$ cat src/rtl/regfile_arbiter.sv
// Round-robin arbiter that sequences single read/write commands from NREQ requesters onto one register-file port.
// Define REGFILE_ARBITER_PRIO0_EN to give requester 0 fixed priority over a round-robin among the others.
module regfile_arbiter #(
  parameter int NREQ         = 2,
  parameter int R_ADDR_WIDTH = 2
) (
  input  logic                         clk,
  input  logic                         rst_n,
  input  logic [NREQ-1:0]              i_req,
  input  logic [NREQ-1:0]              i_we,
  input  logic [NREQ*R_ADDR_WIDTH-1:0] i_addr,
  input  logic [NREQ*32-1:0]           i_wdata,
  output logic [NREQ-1:0]              o_ack,
  output logic [31:0]                  o_rdata,
  output logic                         o_busy,
  output logic                         o_rd,
  output logic                         o_wr,
  output logic [R_ADDR_WIDTH-1:0]      o_rreg,
  output logic [R_ADDR_WIDTH-1:0]      o_wreg,
  output logic [31:0]                  o_wdata,
  input  logic [31:0]                  i_rdata
);

  localparam int GW = (NREQ > 1) ? $clog2(NREQ) : 1;

`ifdef REGFILE_ARBITER_PRIO0_EN
  localparam bit PRIO0 = 1'b1;
`else
  localparam bit PRIO0 = 1'b0;
`endif

  typedef enum logic [1:0] {
    IDLE    = 2'd0,
    ISSUE   = 2'd1,
    CAPTURE = 2'd2,
    ACK     = 2'd3
  } state_t;

  state_t                  state_reg, state_next;
  logic [GW-1:0]           grant_reg, grant_next;
  logic [GW-1:0]           last_reg, last_next;
  logic                    we_reg, we_next;
  logic                    rd_reg, rd_next;
  logic                    wr_reg, wr_next;
  logic [R_ADDR_WIDTH-1:0] rreg_reg, rreg_next;
  logic [R_ADDR_WIDTH-1:0] wreg_reg, wreg_next;
  logic [31:0]             wdata_reg, wdata_next;
  logic [31:0]             rdata_reg, rdata_next;
  logic [NREQ-1:0]         ack_reg, ack_next;

  logic [R_ADDR_WIDTH-1:0] addr_arr  [NREQ];
  logic [31:0]             wdata_arr [NREQ];

  generate
    for (genvar gi = 0; gi < NREQ; gi++) begin : g_unpack
      assign addr_arr[gi]  = i_addr[gi*R_ADDR_WIDTH +: R_ADDR_WIDTH];
      assign wdata_arr[gi] = i_wdata[gi*32 +: 32];
    end
  endgenerate

  // Requester 0 leaves the rotation when it has fixed priority.
  logic [NREQ-1:0] rr_req;
  assign rr_req = PRIO0 ? (i_req & ~NREQ'(1)) : i_req;

  // Rotating search: first requester above last wins, otherwise wrap to the lowest.
  logic          hi_valid, lo_valid, win_valid;
  logic [GW-1:0] hi_idx, lo_idx, win_idx;

  always_comb begin
    hi_valid = 1'b0;
    lo_valid = 1'b0;
    hi_idx   = '0;
    lo_idx   = '0;
    for (int k = 0; k < NREQ; k++) begin
      if (rr_req[k]) begin
        if (k > int'(last_reg)) begin
          if (!hi_valid) begin
            hi_valid = 1'b1;
            hi_idx   = GW'(k);
          end
        end else if (!lo_valid) begin
          lo_valid = 1'b1;
          lo_idx   = GW'(k);
        end
      end
    end
    win_valid = hi_valid | lo_valid;
    win_idx   = hi_valid ? hi_idx : lo_idx;
    if (PRIO0 && i_req[0]) begin
      win_valid = 1'b1;
      win_idx   = '0;
    end
  end

  always_comb begin
    state_next = state_reg;
    grant_next = grant_reg;
    last_next  = last_reg;
    we_next    = we_reg;
    rd_next    = 1'b0;
    wr_next    = 1'b0;
    rreg_next  = rreg_reg;
    wreg_next  = wreg_reg;
    wdata_next = wdata_reg;
    rdata_next = rdata_reg;
    ack_next   = '0;
    case (state_reg)
      IDLE: begin
        if (win_valid) begin
          state_next = ISSUE;
          grant_next = win_idx;
          last_next  = (PRIO0 && win_idx == '0) ? last_reg : win_idx;
          we_next    = i_we[win_idx];
          if (i_we[win_idx]) begin
            wr_next    = 1'b1;
            wreg_next  = addr_arr[win_idx];
            wdata_next = wdata_arr[win_idx];
          end else begin
            rd_next    = 1'b1;
            rreg_next  = addr_arr[win_idx];
          end
        end
      end
      ISSUE: begin
        if (we_reg) begin
          state_next          = ACK;
          ack_next[grant_reg] = 1'b1;
        end else begin
          state_next = CAPTURE;
        end
      end
      CAPTURE: begin
        state_next          = ACK;
        rdata_next          = i_rdata;
        ack_next[grant_reg] = 1'b1;
      end
      ACK: begin
        state_next = IDLE;
      end
      default: begin
        state_next = IDLE;
      end
    endcase
  end

  always_ff @(posedge clk or negedge rst_n) begin
    if (!rst_n) begin
      state_reg <= IDLE;
      grant_reg <= '0;
      last_reg  <= GW'(NREQ - 1);
      we_reg    <= 1'b0;
      rd_reg    <= 1'b0;
      wr_reg    <= 1'b0;
      rreg_reg  <= '0;
      wreg_reg  <= '0;
      wdata_reg <= '0;
      rdata_reg <= '0;
      ack_reg   <= '0;
    end else begin
      state_reg <= state_next;
      grant_reg <= grant_next;
      last_reg  <= last_next;
      we_reg    <= we_next;
      rd_reg    <= rd_next;
      wr_reg    <= wr_next;
      rreg_reg  <= rreg_next;
      wreg_reg  <= wreg_next;
      wdata_reg <= wdata_next;
      rdata_reg <= rdata_next;
      ack_reg   <= ack_next;
    end
  end

  assign o_ack   = ack_reg;
  assign o_rdata = rdata_reg;
  assign o_busy  = (state_reg != IDLE);
  assign o_rd    = rd_reg;
  assign o_wr    = wr_reg;
  assign o_rreg  = rreg_reg;
  assign o_wreg  = wreg_reg;
  assign o_wdata = wdata_reg;

endmodule

$ cat config.mk
export PLATFORM = sky130hd
export DESIGN_NAME = regfile_arbiter
export DESIGN_NICKNAME = d
export VERILOG_FILES = /design/src/rtl/regfile_arbiter.sv
export SDC_FILE = /design/constraint.sdc
export NUM_CORES = 1
export LEC_CHECK = 0
export BUFFER_PORTS_ARGS = -buffer_cell sky130_fd_sc_hd__buf_2
export CAP_MARGIN = 0
export CORE_MARGIN = 3
export CORE_UTILIZATION = 25
export DETAILED_ROUTE_END_ITERATION = 8
export MAX_ROUTING_LAYER = met4
export SYNTH_ARGS = -nofsm -noshare
export SYNTH_HDL_FRONTEND = slang
export SYNTH_SLANG_ARGS = --single-unit
$ cat constraint.sdc
create_clock -name clk -period 1.9 [get_ports clk]
set_clock_uncertainty 0.05 [all_clocks]
set_input_delay 0.095 -clock clk [delete_from_list [all_inputs] [get_ports clk]]
set_output_delay 0.095 -clock clk [all_outputs]
set_load 0.05 [all_outputs]
==> run summary <==
The number of clock sinks came out at 77. The data required time of the worst path is roughly 2.1 ns. The fill cell instance count of the final layout came out at about 1300.

Counting cells, the worst reg-to-reg path comes to 7. Summing over every cut layer, the via total after detailed routing is 2567. The detailed-route DRC error count is 0. The number of iterations in the first detailed-routing pass came out at 4. The peak supply drop came out at roughly 1.1 mV. The measured slew at the worst slew-check pin is between 0.4 and 0.5 ns. The critical path is of the reg2reg type. The beginning of the critical path is state_reg[0].

During synthesis, Yosys emitted a total of 0 warnings. In this run the power density over the cells is approximately 2000 nW/um^2. The number of buffers added on ports came out at roughly 180. The cell chosen for the clock root is sky130_fd_sc_hd__clkbuf_16.

The boundary pin count came out at approximately 180. The worst min-delay path class is in2reg. The placeable core region came out at approximately 13000 sq um.

In this run the worst path has a maximum fanout of 15. Across all register-to-register paths, the minimum setup slack is between 0.03 and 0.04 ns. The initial standard-cell utilization of the core is 0.2629.

The post-synthesis cell count is between 200 and 250. The overall power of the completed layout came out at about 0.010 W. The achievable frequency came out at around 0.54 GHz. OpenSTA, run right after detailed placement, puts the worst setup slack at approximately 0.037 ns. The relative slew slack came out at 0.7099. The die boundary width is roughly 120 um. The flow ran to the end, and the final reports show no timing, DRC or antenna violations.

The cell accounting for the most synthesized area is sky130_fd_sc_hd__dfrtp_1. For this run, the number of standard cells in the final layout without fillers is between 600 and 700. The final setup TNS is 0 ns. In this run the most critical hold path is launched from i_req[0]. The number of hold-slack violations in the final timing report came out at 0. The antenna diode count is 0. The vias per cell came out at just over 4. The count of final max-slew check failures is 0. The fraction of synthesized cell area taken by the top area cell type is 0.5596. Of the available clock period, the critical path in the final layout requires 0.9808.

The global-route wire length before repair is 13.05 mm. STA classifies the critical path endpoint as a flip-flop. The post-synthesis average cell area came out at roughly 15 sq um.

The worst path in the final design needs a cycle of roughly 1.9 ns, including I/O delays and setup. For this run the aggregate overflow at the end of global routing stands at 0. Summing all multi-input logic gate instances after layout gives roughly 1400 sq um. The worst-skew pair later-pin latency is 0.32 ns. The core utilization of the finished layout is 0.4049. The total instance count after detailed placement is ~570.

Wires add up to 8.434 mm. The worst path meets setup with 0.03656 ns of slack. The register area share after synthesis is 0.5674. The leakage power of the design is about 2.5 nW.

The total track usage is 0.1145. The cell area after technology mapping came out at approximately 3400 sq um. The post-synth net total came out at approximately 330. The clock-pin slew on the worst setup and hold paths is around 0.06 ns. The number of buffers created by CTS is 9.

The deepest clock path buffer count is 2. Of the cells placed in the final design, the portion with a size suffix greater than 1 is 0.6971. The total setup violations reported at the end of the flow is 0. STA classifies the critical path startpoint as a flip-flop. Entering global routing, the biggest net connects 46 pins.

Across the run, the number of max-cap violations was 0. The number of nets with antenna violations after routing is 0. The number of H-tree branching levels came out at 3. By area the synthesized netlist is led by sky130_fd_sc_hd__dfrtp_1 (56%), sky130_fd_sc_hd__mux2_2 (34%), sky130_fd_sc_hd__buf_6 (2.3%). The sequential cells in the finished layout cover a total of 1928 sq um. The vertical die dimension came out at about 120 um. The number of different library cells used by synthesis comes to 20.

The critical path arrival came out at ~2.0 ns. The die covers roughly 15000 sq um. The final weighted congestion of routability-driven global placement is approximately 0.66.

TritonCTS built the clock tree. From synthesis to final layout, the design area changed by 54.01%. After synthesis the netlist holds a flip-flop and latch count of between 70 and 80. The initial antenna violation count is 0. The number of DRC markers after the initial detailed-route iteration came out at 54.

The via count of the first global-routing pass is 2701. Counting instances, the worst hold path has a depth of 4. The number of rows created at floorplan is around 40. The worst register-to-register path begins at state_reg[0].

The detailed-route wire length per cell is between 10 and 15 um. The net count reported at finish came out at about 560. The placed wire-length estimate after detailed placement is about 6 mm.
[cell type report]
class / instances / area share
sequential: 77 / 0.3684
timing repair buffer: 223 / 0.2687
multi-input combinational: 129 / 0.2601
clock buffer: 13 / 0.05164
tap: 172 / 0.04112
clock inverter: 1 / 0.005738
inverter: 6 / 0.004303
[metrics by stage]
step | hold WS [ns] | area, sq um
final | 0.07651 | 5234
after global routing | 0.06866 | 5234
after CTS | 0.05416 | 5169
after detailed placement | 0.02802 | 4538
after global placement | 0.01367 | 4538
after floorplan | -0.2506 | 3398
[report_power, final]
part | internal [W] | total (W) | switching [W]
Clock | 0.00111 | 0.00172 | 0.000608
Sequential | 0.00249 | 0.00289 | 0.000393
Combinational | 0.00189 | 0.00584 | 0.00395
Total | 0.00549 | 0.0104 | 0.00496
[routing by layer]
layer / wire, um / part of all wire / up-vias / global-route usage
li1: - / - / 1242 / -
met1: 3448 / 0.41 / 1193 / 0.1285
met2: 4145 / 0.49 / 124 / 0.1944
met3: 730 / 0.087 / 8 / 0.03410
met4: 109 / 0.013 / 0 / 0.03989
met5: 0 / 0 / - / -
[logic make-up after synthesis]
logic type,synth area share
multiplexers,0.3380
adder cells (fa/ha/maj),0.01105
AO/OA/AOI/OAI,0.03019
buffers and inverters,0.03571
flip-flops,0.5674
AND/OR/NAND/NOR,0.01768
[cell usage after synthesis]
cell / instances
sky130_fd_sc_hd__mux2_2: 102
sky130_fd_sc_hd__dfrtp_1: 76
sky130_fd_sc_hd__buf_6: 7
sky130_fd_sc_hd__o21ai_0: 7
sky130_fd_sc_hd__inv_1: 6
sky130_fd_sc_hd__nand2_1: 5
sky130_fd_sc_hd__clkbuf_1: 4
sky130_fd_sc_hd__ha_1: 3
sky130_fd_sc_hd__nand2b_1: 2
sky130_fd_sc_hd__nor2_1: 2
sky130_fd_sc_hd__a21bo_1: 1
sky130_fd_sc_hd__a21oi_1: 1
sky130_fd_sc_hd__a22o_1: 1
sky130_fd_sc_hd__and2_1: 1
sky130_fd_sc_hd__buf_2: 1
sky130_fd_sc_hd__dfstp_2: 1
sky130_fd_sc_hd__nor2b_1: 1
sky130_fd_sc_hd__o32ai_2: 1
sky130_fd_sc_hd__o32ai_4: 1
sky130_fd_sc_hd__or3b_2: 1
[repair_timing]
action                                  CTS  global route
endpoints found under the hold margin    64             0
endpoints found under the setup margin    0            29
gates resized for setup                   0             4
hold buffers                             33             0
buffers inserted                          0             2
[cell usage in the layout, fill, tap and decap left out, drive strengths merged, types with 2 or more instances in the layout]
master	synthesis	layout
buf	8	189
clkbuf	4	14
dfrtp	76	76
dlygate4sd3	0	33
ha	3	3
inv	6	6
mux2	102	102
nand2	5	5
nand2b	2	2
nor2	2	2
o21ai	7	7
o32ai	2	2
[worst paths after layout]
check / endpoint
max: o_wdata[22]
min: grant_reg
max reg2reg: o_wdata[22]
min reg2reg: o_ack[0]
max in group asynchronous: last_reg
min in group asynchronous: o_wdata[26]
[worst max-delay path, stage by stage (launching register included)]
cell and delay (ns):
sky130_fd_sc_hd__dfrtp_1 0.39, sky130_fd_sc_hd__inv_2 0.09, sky130_fd_sc_hd__ha_4 0.15, sky130_fd_sc_hd__nand2_1 0.09, sky130_fd_sc_hd__o32ai_4 0.31, sky130_fd_sc_hd__buf_12 0.15, sky130_fd_sc_hd__clkbuf_16 0.17, sky130_fd_sc_hd__mux2_2 0.34
Note: power is estimated with default switching activity, not from simulation.
